## src/rtl/sqrt_pipe_hs.sv

```systemverilog
// sqrt_pipe_hs -- pipelined restoring integer square root with valid/ready
// handshake, global-stall backpressure and a sideband tag per operand.
//
// Each of the STAGES = WIDTH/(2*BITS_PER_STAGE) register stages resolves
// BITS_PER_STAGE root bits combinationally. The output ports are driven
// straight from the last stage registers.
//
// Optional feature: define SQRT_ROUND_NEAREST_EN to round out_root to nearest
// (saturating at all-ones). out_rem and out_inexact always refer to the floor
// root. With the macro undefined the floor root is emitted unchanged.
//
// Ports:
//   clk          clock, rising edge
//   rst          synchronous reset, active-low
//   in_valid     operand present
//   in_ready     unit accepts an operand this cycle
//   in_data      unsigned radicand (WIDTH)
//   in_tag       sideband tag (TAG_W)
//   out_valid    result present
//   out_ready    consumer accepts result
//   out_root     floor (or rounded) square root (WIDTH/2)
//   out_rem      in_data - floor_root^2 (WIDTH/2+1)
//   out_inexact  out_rem != 0
//   out_tag      tag of this result
//   busy         any stage holds a valid operand
module sqrt_pipe_hs #(
  parameter int WIDTH          = 16,
  parameter int BITS_PER_STAGE = 2,
  parameter int TAG_W          = 4
) (
  input  logic               clk,
  input  logic               rst,
  input  logic               in_valid,
  output logic               in_ready,
  input  logic [WIDTH-1:0]   in_data,
  input  logic [TAG_W-1:0]   in_tag,
  output logic               out_valid,
  input  logic               out_ready,
  output logic [WIDTH/2-1:0] out_root,
  output logic [WIDTH/2:0]   out_rem,
  output logic               out_inexact,
  output logic [TAG_W-1:0]   out_tag,
  output logic               busy
);

  localparam int HW     = WIDTH / 2;
  localparam int RW     = HW + 2;
  localparam int STAGES = WIDTH / (2 * BITS_PER_STAGE);
  localparam int RAD_N  = (STAGES > 1) ? STAGES - 1 : 1;

  // Partial state carried between stages. Between steps the remainder never
  // exceeds 2*Q, so HW+1 bits suffice in the registers.
  typedef struct packed {
    logic [HW:0]      r;
    logic [HW-1:0]    q;
    logic [WIDTH-1:0] rad;
  } st_t;

  function automatic st_t sqrt_steps(input st_t a);
    st_t           s;
    logic [RW-1:0] rr;
    logic [RW-1:0] t;
    s = a;
    for (int i = 0; i < BITS_PER_STAGE; i++) begin
      // The dropped MSB of s.r is always zero before a further step.
      rr = RW'({s.r, s.rad[WIDTH-1 -: 2]});
      t  = {s.q, 2'b01};
      if (rr >= t) begin
        rr  = rr - t;
        s.q = {s.q[HW-2:0], 1'b1};
      end else begin
        s.q = {s.q[HW-2:0], 1'b0};
      end
      s.r   = rr[HW:0];
      s.rad = {s.rad[WIDTH-3:0], 2'b00};
    end
    return s;
  endfunction

`ifdef SQRT_ROUND_NEAREST_EN
  // rem > root means the true root is >= root + 0.5; ties cannot occur.
  function automatic logic [HW-1:0] round_root(input logic [HW-1:0] q,
                                               input logic [HW:0]   r);
    if ((r > {1'b0, q}) && (q != {HW{1'b1}}))
      return q + 1'b1;
    return q;
  endfunction
`endif

  logic [STAGES-1:0] vld_p;
  logic [HW-1:0]     q_p   [STAGES];
  logic [HW:0]       r_p   [STAGES];
  logic [TAG_W-1:0]  tag_p [STAGES];
  logic [WIDTH-1:0]  rad_p [RAD_N];

  st_t  cur [STAGES];
  st_t  nxt [STAGES];
  logic adv;
  logic accept;

  assign adv      = !out_valid || out_ready;
  assign in_ready = rst && adv;
  assign accept   = in_valid && in_ready;

  always_comb begin
    cur[0].r   = '0;
    cur[0].q   = '0;
    cur[0].rad = in_data;
    for (int s = 1; s < STAGES; s++) begin
      cur[s].r   = r_p[s-1];
      cur[s].q   = q_p[s-1];
      cur[s].rad = rad_p[s-1];
    end
    for (int s = 0; s < STAGES; s++)
      nxt[s] = sqrt_steps(cur[s]);
  end

  // Stage boundary: every stage register shifts forward together on adv.
  always_ff @(posedge clk) begin
    if (!rst) begin
      vld_p            <= '0;
      q_p[STAGES-1]    <= '0;
      r_p[STAGES-1]    <= '0;
      tag_p[STAGES-1]  <= '0;
    end else if (adv) begin
      vld_p[0] <= accept;
      tag_p[0] <= in_tag;
      for (int s = 1; s < STAGES; s++) begin
        vld_p[s] <= vld_p[s-1];
        tag_p[s] <= tag_p[s-1];
      end
      for (int s = 0; s < STAGES; s++) begin
        q_p[s] <= nxt[s].q;
        r_p[s] <= nxt[s].r;
      end
      for (int s = 0; s < STAGES - 1; s++)
        rad_p[s] <= nxt[s].rad;
    end
  end

  assign out_valid   = vld_p[STAGES-1];
  assign out_rem     = r_p[STAGES-1];
  assign out_inexact = |r_p[STAGES-1];
  assign out_tag     = tag_p[STAGES-1];
  assign busy        = |vld_p;

`ifdef SQRT_ROUND_NEAREST_EN
  assign out_root = round_root(q_p[STAGES-1], r_p[STAGES-1]);
`else
  assign out_root = q_p[STAGES-1];
`endif

endmodule

```

## config.mk

```make
export PLATFORM = sky130hd
export DESIGN_NAME = sqrt_pipe_hs
export DESIGN_NICKNAME = d
export VERILOG_FILES = /design/src/rtl/sqrt_pipe_hs.sv
export SDC_FILE = /design/constraint.sdc
export NUM_CORES = 1
export LEC_CHECK = 0
export CAP_MARGIN = 5
export CORE_UTILIZATION = 45
export DETAILED_ROUTE_END_ITERATION = 7
export GPL_ROUTABILITY_DRIVEN = 0
export PLACE_DENSITY = 0.74
export SYNTH_ARGS = -nofsm -noshare
export SYNTH_HDL_FRONTEND = slang
export SYNTH_SLANG_ARGS = --single-unit
```

## constraint.sdc

```tcl
create_clock -name clk -period 6.05 [get_ports clk]
set_clock_uncertainty 0.2 [all_clocks]
set_input_delay 0.9075 -clock clk [delete_from_list [all_inputs] [get_ports clk]]
set_output_delay 0.9075 -clock clk [all_outputs]
set_load 0.02 [all_outputs]
```

==> flow_metrics.tcl <==
set metrics [dict create \
    die-area_sq_um 12400 \
    setup_viol 0 \
    dpl.hpwl_um 7630 \
    die_h_um 112 \
    powerDensity_nw_per_um2 368 \
    hp-class "reg -> reg" \
    wl_per_cell_um 14.5 \
    power_switching_uw 765 \
    drc 4 \
    first_pass_iters 8 \
    initial_core_util_pct 46.7 \
    antenna_found_initial 0 \
    netlist_area_sq_um 5400 \
    first_iter_violations 249 \
    seq_area_frac_synth_pct 52.6 \
    leakage_uw 0.00257 \
    io_pins 49 \
    cp-end-kind "flop" \
    outcome "finished, violations left" \
    crit_type "reg -> reg" \
    yosysWarnings 0 \
    max_slew_margin_pct 37.3 \
    pwr-share-comb_pct 37.5 \
    grt_pass1_vias 3704 \
    dr_wl_met3_um 570 \
    synth.ff_latch_count 96 \
    antennaDiodeCount 0 \
    ys_types 60 \
    cts.reportedPaths.clkPinSlew_ns 0.06 \
    fin_tns_setup_ns 0 \
    grt_max_degree 75 \
    cts_resized 0 \
    cp.required_ns 5.94 \
    rows 39 \
    post-route-period-util_pct 76.5 \
    drv_slew 0 \
    irDropWorstVdd_uv 186 \
    htree_num_levels 3 \
    cts_buffers 9 \
    max_slew.worst_pin.slew_ns 0.916 \
    maxUsedRoutingLayer "met4" \
    mostFrequentLayoutCell "edfxtp_1" \
    clock_sink_count 96 \
    syn_avg_cell_area_sq_um 11.2 \
    postCtsSetupBuffers 0 \
    synthFlopType "edfxtp_1" \
    synthArstFlopShare_pct 0 \
    fillCellCount 974 \
    coreArea_sq_um 11600 \
    multiInputGateArea_sq_um 2330 \
    avgViaCountPerCell 5.56 \
    min_period_ns 4.63 \
    max-clock-path-buffers 2 \
    ant_nets 0 \
    met1Wirelength_um 4070 \
    die_w_um 112 \
    grt_pass1_wl_um 16700 \
    most-common-layout-cells "edfxtp_1, clkdlybuf4s50_1, nor2_1" \
    routed-via-count 3804 \
    power.clock.fraction_pct 24.1 \
    grt_overflow 0 \
    cts_root_buffer "clkbuf_16" \
    cp_max_fo 11 \
    synth-edff-count 92 \
    seqPwrFrac_pct 38.4 \
    rsz0062_at_grt "no" \
    drive_gt1_share_pct 6.84 \
    track_usage_pct 16.9 \
    p_int_uw 1560 \
    clock_latency_ns 0.34 \
    hold_violations 0 \
    synth_fp_nets 549 \
    worstPathArrival_ns 4.51 \
    seq_area_sq_um 2840 \
    nNetsFinal 601 \
    tritoncts "yes" \
    failed_checks "DRC" \
    synthCells 484 \
    fin_area_sq_um 6320 \
    cp-start-kind "flop" \
    post_dp_cell_area_sq_um 6020 \
    syn2layout_area_growth_pct 17.0 \
    fmax_mhz 216 \
    cts_hold_buffers 0 \
    wl_met2_um 4950 \
    swShare_pct 32.9 \
    drt_wl_total_um 9950 \
    maxCapViolCount 0 \
    io_buffers 48 \
]
==> registers in the layout, indices dropped and copies added (netlist names) <==
signal / cells
vld_p: 4
tag_p: 16
rad_p: 24
q_p: 20
r_p: 32
==> final cells by class <==
type | instances | area share (%)
clock buffer | 10 | 3.62
timing repair buffer | 49 | 7.72
clock inverter | 6 | 1.09
sequential | 96 | 45.0
inverter | 46 | 2.81
tap | 143 | 2.83
multi-input combinational | 334 | 36.9
==> metal layers <==
metal / vias to the layer above / GRT usage, %
li1: 1883 / -
met1: 1763 / 19.3
met2: 122 / 29.3
met3: 36 / 4.52
met4: 0 / 8.29
met5: - / 0
==> worst paths after layout <==
| check | from | depth (start not counted) | slack, ns | to |
|---|---|---|---|---|
| max | q_p[0][0]$_DFFE_PP_ | 16 | 1.42 | r_p[1][7]$_DFFE_PP_ |
| min | rad_p[0][6]$_DFFE_PP_ | 0 | 0.22 | rad_p[0][22]$_DFFE_PP_ |
| max reg2reg | q_p[0][0]$_DFFE_PP_ | 16 | 1.42 | r_p[1][7]$_DFFE_PP_ |
| min reg2reg | rad_p[0][6]$_DFFE_PP_ | 0 | 0.22 | rad_p[0][22]$_DFFE_PP_ |
==> power groups by stage <==
stage / Sequential [uW] / Combinational [uW] / Clock (uW)
after floorplan: 941 / 600 / 0
after global placement: 903 / 830 / 0
after detailed placement: 908 / 857 / 0
after CTS: 894 / 863 / 575
after global routing: 905 / 961 / 599
final: 893 / 871 / 561
==> synth_stat cells, types with 3 or more instances <==
cell type,count,area share (%)
a211oi_1,8,1.1
a21o_1,9,1.3
a21oi_1,22,2.0
a22o_1,6,0.97
a31oi_1,3,0.35
and3_1,7,0.81
clkbuf_1,4,0.28
dfxtp_1,4,1.5
edfxtp_1,92,51
ha_1,41,9.5
inv_1,44,3.1
mux2i_1,7,1.3
nand2_1,30,2.1
nand2b_1,4,0.46
nand3_1,10,0.93
nor2_1,45,3.1
nor2b_1,5,0.58
nor3_1,12,1.1
nor4_1,5,0.58
o21a_1,6,0.83
o21ai_0,27,2.5
o21bai_1,5,0.70
o31ai_1,3,0.42
or2_2,4,0.46
or3_1,3,0.35
or4_1,3,0.42
xnor2_1,16,2.6
xor2_1,15,2.4
==> worst max-delay path, cell delays in order (launching register included) <==
cell and delay, ns:
edfxtp_1 0.40, inv_1 0.12, ha_1 0.28, nor2b_1 0.15
o21ai_0 0.14, or2b_2 0.36, or4_1 0.72, inv_6 0.17
nand2_1 0.06, o21ai_0 0.10, ha_1 0.33, and2_2 0.23
nor3b_1 0.14, o21ai_0 0.28, o2111ai_2 0.38, nand4b_1 0.24
xor2_1 0.08
==> through the flow <==
step / utilization [%] / power (uW) / setup slack, ns / hold WS, ns / cells
detailed placement: 52.1 / 1770 / 1.49 / 0.205 / 668
floorplan: - / 1540 / 1.80 / 0.200 / 484
finish: 54.6 / 2320 / 1.42 / 0.219 / 684
CTS: 54.6 / 2330 / 1.47 / 0.221 / 684
global route: 54.6 / 2460 / 1.17 / 0.225 / 684
global placement: 52.1 / 1730 / 1.55 / 0.200 / 668
==> kinds of logic (layout without fill, tap and decap cells) <==
family                     after synthesis  count (layout)  share of synthesized area [%]
muxes                                    9               9                           1.71
DFF                                     96              96                           52.6
xor gates and xnor gates                31              31                           5.03
buffers and inverters                   54             111                           4.17
and+or+nand+nor                        142             142                           13.0
adders and majority gates               41              41                           9.50
AOI/OAI and AO/OA                      111             111                           14.0
No activity file was read; power rests on OpenSTA's default activity.
